==> config.mk <==
export PLATFORM = sky130hd
export DESIGN_NAME = seg7_scan_ctrl
export DESIGN_NICKNAME = d
export VERILOG_FILES = /design/src/rtl/seg7_pkg.sv /design/src/rtl/seg7_lz_mask.sv /design/src/rtl/seg7_scan_ctrl.sv
export SDC_FILE = /design/constraint.sdc
export NUM_CORES = 1
export LEC_CHECK = 0
export ABC_AREA = 0
export ABC_CLOCK_PERIOD_IN_PS = 2450
export BUFFER_PORTS_ARGS = -buffer_cell sky130_fd_sc_hd__buf_2
export CAP_MARGIN = 20
export CELL_PAD_IN_SITES_DETAIL_PLACEMENT = 0
export CELL_PAD_IN_SITES_GLOBAL_PLACEMENT = 1
export CORE_ASPECT_RATIO = 0.8
export CORE_UTILIZATION = 42
export DETAILED_ROUTE_END_ITERATION = 10
export PLACE_DENSITY_LB_ADDON = 0.1
export SETUP_SLACK_MARGIN = 0.3
export SLEW_MARGIN = 15
export SYNTH_ARGS = -nofsm -noshare
export SYNTH_HDL_FRONTEND = slang
export SYNTH_HIERARCHICAL = 1
export SYNTH_SLANG_ARGS = --single-unit
==> constraint.sdc <==
create_clock -name clk_in -period 2.45 [get_ports clk_in]
set_input_delay 0.1225 -clock clk_in [delete_from_list [all_inputs] [get_ports clk_in]]
set_output_delay 0.1225 -clock clk_in [all_outputs]
set_load 0.01 [all_outputs]
==> src/rtl/seg7_pkg.sv <==
// seg7_pkg: shared state type and constants for the 7-segment scan controller
package seg7_pkg;
    typedef enum logic [1:0] {IDLE, ON, BLANK} state_t;
    localparam logic [3:0] ANODE_OFF = 4'b1111;
    localparam int NUM_DIGITS = 4;
endpackage

==> src/rtl/seg7_lz_mask.sv <==
// seg7_lz_mask: leading-zero blank mask for the four displayed BCD digits
//   lz_blank : blanking enable
//   active   : displayed value, nibble n is digit n
//   mask     : bit n set -> digit n stays dark during its ON phase
module seg7_lz_mask
    import seg7_pkg::*;
(
    input  logic                  lz_blank,
    input  logic [15:0]           active,
    output logic [NUM_DIGITS-1:0] mask
);
    logic z3, z2, z1;
    assign z3 = lz_blank && active[15:12] == 4'h0;
    assign z2 = z3 && active[11:8] == 4'h0;
    assign z1 = z2 && active[7:4] == 4'h0;
    // digit 0 always lights so an all-zero value still shows a single 0
    assign mask = {z3, z2, z1, 1'b0};
endmodule

==> src/rtl/seg7_scan_ctrl.sv <==
// seg7_scan_ctrl: multiplexed 4-digit 7-segment scan with double-buffered load
//   clk_in, rst_n : clock, synchronous active-low reset
//   en            : scan enable (low -> IDLE)
//   lz_blank      : leading-zero blanking enable
//   load_req/load_rdy, data_in : load handshake into the shadow register
//   scan_an       : active-low anodes, digit_out : nibble of selected digit
//   frame_done    : one-cycle pulse at the end of each 4-digit frame
//   SEG7_SCAN_DIM_EN : adds 2-bit dim input shortening the lit part of ON
module seg7_scan_ctrl
    import seg7_pkg::*;
#(
    parameter int DIGIT_CYC = 40,
    parameter int BLANK_CYC = 2
) (
    input  logic        clk_in,
    input  logic        rst_n,
    input  logic        en,
    input  logic        lz_blank,
    input  logic        load_req,
    input  logic [15:0] data_in,
`ifdef SEG7_SCAN_DIM_EN
    input  logic [1:0]  dim,
`endif
    output logic        load_rdy,
    output logic [3:0]  scan_an,
    output logic [3:0]  digit_out,
    output logic        frame_done
);
    localparam int MAXC = DIGIT_CYC > BLANK_CYC ? DIGIT_CYC : BLANK_CYC;
    localparam int CW = MAXC > 1 ? $clog2(MAXC) : 1;
    localparam logic [CW-1:0] ON_LAST = CW'(DIGIT_CYC - 1);
    localparam logic [CW-1:0] BL_LAST = CW'(BLANK_CYC - 1);
    state_t state;
    logic [1:0] idx;
    logic [CW-1:0] cnt;
    logic [15:0] active, shadow;
    logic pending, frame_end, lit;
    logic [3:0] mask;
    assign frame_end = state == BLANK && idx == 2'(NUM_DIGITS - 1) && cnt == BL_LAST;
`ifdef SEG7_SCAN_DIM_EN
    logic [1:0] dim_q;
    assign lit = 32'(cnt) < ((32'(dim_q) + 32'd1) * DIGIT_CYC) / 4;
`else
    assign lit = 1'b1;
`endif
    always_ff @(posedge clk_in) begin
        if (!rst_n) begin
            state <= IDLE;
            idx <= '0;
            cnt <= '0;
            active <= '0;
            shadow <= '0;
            pending <= 1'b0;
`ifdef SEG7_SCAN_DIM_EN
            dim_q <= '0;
`endif
        end else begin
            if (!en) begin
                state <= IDLE;
                idx <= '0;
                cnt <= '0;
            end else begin
                case (state)
                    IDLE: begin
                        state <= ON;
                        cnt <= '0;
`ifdef SEG7_SCAN_DIM_EN
                        dim_q <= dim;
`endif
                    end
                    ON: begin
                        state <= cnt == ON_LAST ? BLANK : ON;
                        cnt <= cnt == ON_LAST ? '0 : cnt + 1'b1;
                    end
                    BLANK: begin
                        state <= cnt == BL_LAST ? ON : BLANK;
                        cnt <= cnt == BL_LAST ? '0 : cnt + 1'b1;
                        idx <= cnt == BL_LAST ? idx + 1'b1 : idx;
`ifdef SEG7_SCAN_DIM_EN
                        if (cnt == BL_LAST) dim_q <= dim;
`endif
                    end
                    default: state <= IDLE;
                endcase
            end
            // accept needs !pending and the swap needs pending, so they never collide
            if (load_req && !pending) begin
                shadow <= data_in;
                pending <= 1'b1;
            end else if (pending && (state == IDLE || frame_end)) begin
                active <= shadow;
                pending <= 1'b0;
            end
        end
    end
    seg7_lz_mask u_lz (
        .lz_blank(lz_blank),
        .active  (active),
        .mask    (mask)
    );
    assign load_rdy = !pending;
    assign frame_done = frame_end;
    assign digit_out = active[{idx, 2'b00} +: 4];
    assign scan_an = (state == ON && !mask[idx] && lit) ? ~(4'b0001 << idx) : ANODE_OFF;
endmodule

==> qor.json, run 1 <==
{
  "power_frac_seq": {"value": 55.6, "unit": "%"},
  "wl_per_cell": {"value": 13.8, "unit": "µm"},
  "postCtsHoldBufs": {"value": 0},
  "power.internal": {"value": 1.00, "unit": "mW"},
  "leakage": {"value": 1.04, "unit": "nW"},
  "final.setup_skew": {"value": 0.00822, "unit": "ns"},
  "ctsRootBufferMaster": {"value": "clkbuf_8"},
  "gr-max-usage-layer": {"value": "met1"},
  "regArea": {"value": 866, "unit": "µm²"},
  "synth.cell_area": {"value": 2430, "unit": "µm²"},
  "groute.layer.met2.usage": {"value": 28.1, "unit": "%"},
  "grt_pass1_wl": {"value": 9.77, "unit": "mm"},
  "clock_latency_late_sink": {"value": 0.29, "unit": "ns"},
  "gr-usage-met1": {"value": 31.8, "unit": "%"},
  "setup.worst_path.start_class": {"value": "flop"},
  "setup.worst_path.end_class": {"value": "primary output"},
  "num_antenna_cells": {"value": 0},
  "setup_viol": {"value": 0},
  "synth_top_flop_cell": {"value": "dfxtp_1"},
  "comb_power_share": {"value": 10.3, "unit": "%"},
  "timing.critical_path.from": {"value": "active[5]$_SDFFE_PN0P_"},
  "count_of_input_and_output_buffers": {"value": 30},
  "num_io_pins": {"value": 31},
  "drt_pass1_iterations": {"value": 4},
  "cts-root-to-sink-buffers": {"value": 2},
  "die_height": {"value": 70.0, "unit": "µm"},
  "design_area": {"value": 2690, "unit": "µm²"},
  "antenna_violations_before_repair": {"value": 0},
  "detailedRoute.firstIterationViolations": {"value": 130},
  "grtUsageTotal": {"value": 20.7, "unit": "%"},
  "detailedPlacementHpwl": {"value": 4.06, "unit": "mm"},
  "finalCriticalPeriod": {"value": 2.09, "unit": "ns"},
  "inserted_clock_buffers": {"value": 5},
  "final_cell_count_no_fill": {"value": 409},
  "final.fill_count": {"value": 605},
  "synth.ff_latch_count": {"value": 43},
  "path_depth": {"value": 6},
  "drt_drc_violations_left": {"value": 0},
  "synth_nets": {"value": 345},
  "critical_path.n_buffers_inverters": {"value": 1},
  "area.growth.synth_to_final": {"value": 10.9, "unit": "%"},
  "die_x": {"value": 87.0, "unit": "µm"},
  "fin_crit_sh": {"value": 85.2, "unit": "%"},
  "core_area": {"value": 5530, "unit": "µm²"},
  "relative_contribution_of_the_clock_network_to_total_power": {"value": 34.2, "unit": "%"},
  "max-cap-violations": {"value": 0},
  "placed_cells": {"value": 402},
  "tritoncts": {"value": "yes"},
  "critical_path_peak_fanout": {"value": 4},
  "layout-drive-gt1-share": {"value": 17.8, "unit": "%"},
  "grt_pass1_vias": {"value": 2026},
  "totalWireLength": {"value": 5.64, "unit": "mm"},
  "setup-tns-final": {"value": 0, "unit": "ns"},
  "pwr_density_cell": {"value": 498, "unit": "nW/µm²"},
  "initial_util": {"value": 44.0, "unit": "%"},
  "maxSlewViolCount": {"value": 0},
  "asyncSetResetFlopFracSynth": {"value": 0, "unit": "%"},
  "reg2regPathDepth": {"value": 5},
  "worst_reg2reg_startpoint": {"value": "state[0]$_SDFF_PN0_"},
  "clock_pin_slew_worst_setup_and_hold_paths": {"value": 0.08, "unit": "ns"},
  "slowest_delay": {"value": 0.54, "unit": "ns"},
  "hold_path.startpoint": {"value": "data_in[6]"},
  "clock-sinks": {"value": 43},
  "slowest_cell_on_crit_path": {"value": "or4_1"},
  "ir_worst_vdd": {"value": 0.336, "unit": "mV"},
  "worstPathRequired": {"value": 2.33, "unit": "ns"},
  "routabilityCongestion": {"value": 0.769},
  "worst_hold_path.num_cells": {"value": 3},
  "rows": {"value": 24},
  "grt.met3_usage": {"value": 5.44, "unit": "%"},
  "tightest_slew": {"value": 1.11, "unit": "ns"},
  "power.switching": {"value": 0.340, "unit": "mW"},
  "largest_delay_contributor_family_on_the_critical_path": {"value": "simple AND/OR/NAND/NOR gates"},
  "hold_path.class": {"value": "input port to flop"},
  "synth-edff-count": {"value": 0},
  "p_sw_share": {"value": 25.4, "unit": "%"},
  "synthesis.yosys.warnings": {"value": 6},
  "dpl_cell_area": {"value": 2590, "unit": "µm²"},
  "drtAntennaViolNets": {"value": 0},
  "post-cts-setup-buffers": {"value": 0},
  "setup_repair_after_global_routing_missed_its_margin": {"value": "true"},
  "cts_htree_levels": {"value": 2},
  "final_net_count": {"value": 363},
  "detail_route.vias_per_cell": {"value": 5.25},
  "worst_hold_slack": {"value": 0.0699, "unit": "ns"},
  "vias": {"value": 2149},
  "critical_path_arrival": {"value": 1.96, "unit": "ns"},
  "synth.avg_cell_area": {"value": 7.76, "unit": "µm²"},
  "worstPathCellList": {"value": "or4_1 > nor4_2 > mux4_2 > nor2b_1 > nand2_1 > buf_2"},
  "synthCells": {"value": 313},
  "area_occupied_by_multi_input_gates": {"value": 1330, "unit": "µm²"},
  "achievable-frequency": {"value": 479, "unit": "MHz"},
  "die_area": {"value": 6100, "unit": "µm²"},
  "outcome": {"value": "finished, final reports clean"},
  "maximum_number_of_pins_on_one_net_before_global_route_repair": {"value": 26},
  "crit_type": {"value": "flop to primary output"},
  "seq_area_frac_synth": {"value": 35.4, "unit": "%"},
  "relSlewSlack": {"value": 26.2, "unit": "%"},
  "post_synth_num_cell_types": {"value": 40},
  "gr-total-overflow": {"value": 0},
  "final-hold-violation-count": {"value": 0}
}
registers in the layout, indices dropped and copies added, names as in the netlist:
signal and flops:
pending 1, active 16, shadow 16, idx 2
cnt 6, state 2
layout by cell type (no fill, tap or decap), drive strengths merged, types with 3 or more instances in the layout:
cell type / Yosys / final
buf: 10 / 38
xor2: 3 / 3
ha: 11 / 11
nor2: 5 / 5
nor2b: 4 / 4
a21oi: 4 / 4
clkbuf: 17 / 6
or4: 3 / 3
mux4: 5 / 5
nand2: 58 / 58
o21ai: 19 / 19
a21boi: 17 / 17
dfxtp: 43 / 43
inv: 23 / 23
nand3: 67 / 67
nor3: 3 / 3
final timing paths:
path,to,slack [ns]
worst min-delay path,shadow[6]$_SDFFE_PN0P_,0.07
worst max-delay path,scan_an[2],0.36
worst max register to register,active[10]$_SDFFE_PN0P_,0.51
worst min register to register,shadow[3]$_SDFFE_PN0P_,0.49
cell usage after synthesis, drive strengths merged, types with 2 or more instances:
library cell / n / share of area, %
nand3: 67 / 14
nand2: 58 / 9.0
dfxtp: 43 / 35
inv: 23 / 3.6
o21ai: 19 / 3.9
a21boi: 17 / 5.3
clkbuf: 17 / 2.6
ha: 11 / 5.7
buf: 10 / 3.5
mux4: 5 / 4.6
nor2: 5 / 0.77
a21oi: 4 / 0.82
nor2b: 4 / 1.0
nor3: 3 / 0.62
or4: 3 / 0.93
xor2: 3 / 1.1
a211oi: 2 / 0.62
nor4: 2 / 0.77
per-stage QoR:
stage	util (%)	power, mW	worst slack [ns]
CTS	48.6	1.35	0.315
global placement	46.9	0.896	0.412
detailed placement	46.9	0.898	0.354
floorplan	-	0.855	0.698
global route	48.8	1.41	0.286
finish	48.8	1.34	0.364
power by group through the flow:
stage	clock, mW	sequential, mW	combinational (mW)
floorplan	0	0.753	0.102
global placement	0	0.762	0.134
detailed placement	0	0.762	0.137
CTS	0.471	0.745	0.138
global route	0.507	0.749	0.158
finish	0.459	0.746	0.138
logic make-up (layout without fill, tap and decap cells):
logic type	count (synthesis)	in the layout	share of synthesized area [%]
simple gates	150	150	29.6
xor+xnor	4	4	1.44
buf+inv	51	69	10.4
compound gates	47	47	12.4
fa+ha+maj	11	11	5.66
other cells	1	1	0.154
mux	6	6	5.05
flops	43	43	35.4
layer usage:
layer | up-vias | wire length, µm
met1 | 1009 | 3060
met2 | 40 | 2300
met5 | - | 0
met3 | 4 | 236
li1 | 1096 | -
met4 | 0 | 48
tightest hold or removal path, cell delays in order:
cell	delay (ns)
buf_2	0.09
nand2_1	0.04
a21boi_0	0.06
area by class of cell:
class / instances / area share [%]
clock buffer: 6 / 3.07
clock inverter: 1 / 0.186
inverter: 24 / 3.81
multi-input combinational: 219 / 49.4
sequential: 43 / 32.1
tap: 78 / 3.62
timing repair buffer: 38 / 7.80
repair_timing:
item | CTS | global route
resized for setup | 2 | 5
pin swaps | 0 | 2
hold endpoints to repair | 0 | 0
endpoints found under the setup margin | 5 | 5
Power figures use the tool's default switching activity.
==> run 2: changes to the inputs <==
--- a/config.mk
+++ b/config.mk
@@ -7,13 +7,14 @@
 export LEC_CHECK = 0
 export ABC_AREA = 0
 export ABC_CLOCK_PERIOD_IN_PS = 2450
-export BUFFER_PORTS_ARGS = -buffer_cell sky130_fd_sc_hd__buf_2
+export BUFFER_PORTS_ARGS = -buffer_cell sky130_fd_sc_hd__clkbuf_2
 export CAP_MARGIN = 20
-export CELL_PAD_IN_SITES_DETAIL_PLACEMENT = 0
-export CELL_PAD_IN_SITES_GLOBAL_PLACEMENT = 1
+export CELL_PAD_IN_SITES_DETAIL_PLACEMENT = 2
+export CELL_PAD_IN_SITES_GLOBAL_PLACEMENT = 2
 export CORE_ASPECT_RATIO = 0.8
-export CORE_UTILIZATION = 42
+export CORE_UTILIZATION = 33
 export DETAILED_ROUTE_END_ITERATION = 10
+export GPL_TIMING_DRIVEN = 0
 export PLACE_DENSITY_LB_ADDON = 0.1
 export SETUP_SLACK_MARGIN = 0.3
 export SLEW_MARGIN = 15
==> run 2 against run 1 <==
The flow now finishes with violations (design-rule violations); die area rose by 27%; first-iteration DRC count fell by 55%; via count rose by 11%; utilization fell by 7.5 points.
==> qor.json, run 2 (same netlist as run 1, synthesis figures left out) <==
{
  "cts-root-to-sink-buffers": {"value": 2},
  "grt_pass1_vias": {"value": 2575},
  "relSlewSlack": {"value": 62.0, "unit": "%"},
  "die_height": {"value": 78.8, "unit": "µm"},
  "rows": {"value": 27},
  "area_occupied_by_multi_input_gates": {"value": 1340, "unit": "µm²"},
  "routabilityCongestion": {"value": 0.794},
  "final.setup_skew": {"value": 0.00692, "unit": "ns"},
  "grt_pass1_wl": {"value": 13.4, "unit": "mm"},
  "worst_hold_slack": {"value": 0.0369, "unit": "ns"},
  "maxSlewViolCount": {"value": 0},
  "die_x": {"value": 97.9, "unit": "µm"},
  "violations_in_the_final_reports": {"value": "design-rule violations"},
  "clock_latency_late_sink": {"value": 0.30, "unit": "ns"},
  "setup_viol": {"value": 0},
  "comb_power_share": {"value": 11.4, "unit": "%"},
  "drtAntennaViolNets": {"value": 0},
  "max-cap-violations": {"value": 0},
  "tritoncts": {"value": "yes"},
  "outcome": {"value": "finished with violations"},
  "die_area": {"value": 7710, "unit": "µm²"},
  "mostFrequentLayoutCell": {"value": "nand3_1"},
  "critical_path_arrival": {"value": 2.11, "unit": "ns"},
  "num_antenna_cells": {"value": 0},
  "detail_route.vias_per_cell": {"value": 5.40},
  "tightest_slew": {"value": 0.570, "unit": "ns"},
  "mostFrequentLayoutCells": {"value": "nand3_1, nand2_1, dfxtp_1"},
  "fin_crit_sh": {"value": 91.2, "unit": "%"},
  "clock_pin_slew_worst_setup_and_hold_paths": {"value": 0.09, "unit": "ns"},
  "setup-tns-final": {"value": 0, "unit": "ns"},
  "worstPathRequired": {"value": 2.33, "unit": "ns"},
  "count_of_input_and_output_buffers": {"value": 30},
  "postCtsHoldBufs": {"value": 0},
  "area.growth.synth_to_final": {"value": 18.6, "unit": "%"},
  "critical_path_peak_fanout": {"value": 4},
  "drt_pass1_iterations": {"value": 7},
  "wl_per_cell": {"value": 18.3, "unit": "µm"},
  "ir_worst_vdd": {"value": 0.207, "unit": "mV"},
  "maximum_number_of_pins_on_one_net_before_global_route_repair": {"value": 15},
  "setup_repair_after_global_routing_missed_its_margin": {"value": "true"},
  "hold_path.class": {"value": "input port to flop"},
  "ctsRootBufferMaster": {"value": "clkbuf_8"},
  "clock-sinks": {"value": 43},
  "drt_drc_violations_left": {"value": 2},
  "setup.worst_path.start_class": {"value": "flop"},
  "detailedPlacementHpwl": {"value": 5.73, "unit": "mm"},
  "power.switching": {"value": 0.396, "unit": "mW"},
  "leakage": {"value": 1.13, "unit": "nW"},
  "detailedRoute.firstIterationViolations": {"value": 58},
  "final-hold-violation-count": {"value": 0},
  "final_net_count": {"value": 387},
  "core_area": {"value": 6990, "unit": "µm²"},
  "grtUsageTotal": {"value": 22.5, "unit": "%"},
  "antenna_violations_before_repair": {"value": 0},
  "final.fill_count": {"value": 824},
  "pwr_density_cell": {"value": 517, "unit": "nW/µm²"},
  "cts_htree_levels": {"value": 2},
  "power.internal": {"value": 1.09, "unit": "mW"},
  "initial_util": {"value": 34.7, "unit": "%"},
  "achievable-frequency": {"value": 448, "unit": "MHz"},
  "crit_type": {"value": "flop to primary output"},
  "vias": {"value": 2393},
  "p_sw_share": {"value": 26.6, "unit": "%"},
  "num_io_pins": {"value": 31},
  "totalWireLength": {"value": 8.10, "unit": "mm"},
  "largest_regs": {"value": "active: 16 flops, shadow: 16 flops, cnt: 6 flops"},
  "power_frac_seq": {"value": 50.0, "unit": "%"},
  "regArea": {"value": 876, "unit": "µm²"},
  "inserted_clock_buffers": {"value": 5},
  "layout-drive-gt1-share": {"value": 20.8, "unit": "%"},
  "setup.worst_path.end_class": {"value": "primary output"},
  "relative_contribution_of_the_clock_network_to_total_power": {"value": 38.7, "unit": "%"},
  "finalCriticalPeriod": {"value": 2.23, "unit": "ns"},
  "gr-total-overflow": {"value": 0}
}
-- run 2: cell count changes in the layout (fill, tap and decap cells not counted), sizes merged --
| cell | previous run | this run |
|---|---|---|
| bufinv | 0 | 1 |
| clkbuf | 6 | 49 |
| clkinv | 2 | 3 |
| buf | 38 | 18 |
-- run 2: per-stage QoR --
| step | cell area, µm² | utilization, % | total power, mW | worst slack (ns) | cells |
|---|---|---|---|---|---|
| after detailed placement | 2690 | 38.5 | 0.922 | 0.225 | 430 |
| final | 2880 | 41.2 | 1.49 | 0.216 | 443 |
| after floorplan | 2430 | - | 0.855 | 0.698 | 313 |
| after CTS | 2880 | 41.2 | 1.51 | 0.230 | 443 |
| after global routing | 2880 | 41.2 | 1.55 | 0.168 | 443 |
| after global placement | 2690 | 38.5 | 0.915 | 0.253 | 430 |
-- run 2: metal layers --
metal	vias up	GRT usage, %	wire [µm]
li1	1143	-	-
met5	-	0	0
met4	0	6.06	64
met2	35	38.6	3810
met1	1208	29.4	4000
met3	7	3.61	226
-- run 2: layout make-up --
cell class / instances / share of cell area (%)
Inverter: 24 / 3.56
Multi-Input combinational cell: 219 / 46.5
Buffer: 27 / 5.34
Clock buffer: 5 / 2.39
Timing Repair Buffer: 35 / 6.51
Tap cell: 87 / 3.78
Sequential cell: 43 / 30.4
Clock inverter: 3 / 1.52
-- run 2: power groups by stage --
| stage | sequential, mW | clock (mW) | combinational (mW) |
|---|---|---|---|
| detailed placement | 0.763 | 0 | 0.159 |
| global placement | 0.762 | 0 | 0.153 |
| floorplan | 0.753 | 0 | 0.102 |
| global route | 0.748 | 0.610 | 0.189 |
| finish | 0.744 | 0.576 | 0.169 |
| CTS | 0.744 | 0.592 | 0.170 |
-- run 2: repair_timing --
action | 4_1_cts | 5_1_grt
buffers inserted | 5 | 0
pin swaps | 2 | 0
resized for setup | 17 | 7
setup endpoints to repair | 15 | 15
gates cloned | 0 | 0
-- run 2: path summary, 6_finish.rpt --
path / startpoint / end / slack, ns / cells past startpoint
worst min-delay path: data_in[5] / shadow[5]$_SDFFE_PN0P_ / 0.04 / 3
worst max register to register: cnt[2]$_SDFFE_PN0P_ / active[13]$_SDFFE_PN0P_ / 0.48 / 7
worst max-delay path: active[14]$_SDFFE_PN0P_ / scan_an[3] / 0.22 / 7
worst min register to register: shadow[2]$_SDFFE_PN0P_ / shadow[2]$_SDFFE_PN0P_ / 0.50 / 2
-- run 2: worst max-delay path, stage by stage (launching register included) --
cell and delay [ns]:
dfxtp_2 0.33, or4b_4 0.58, nor4_4 0.28, buf_4 0.14, mux4_2 0.23, nor2b_2 0.06, nand2_1 0.07, clkbuf_2 0.12
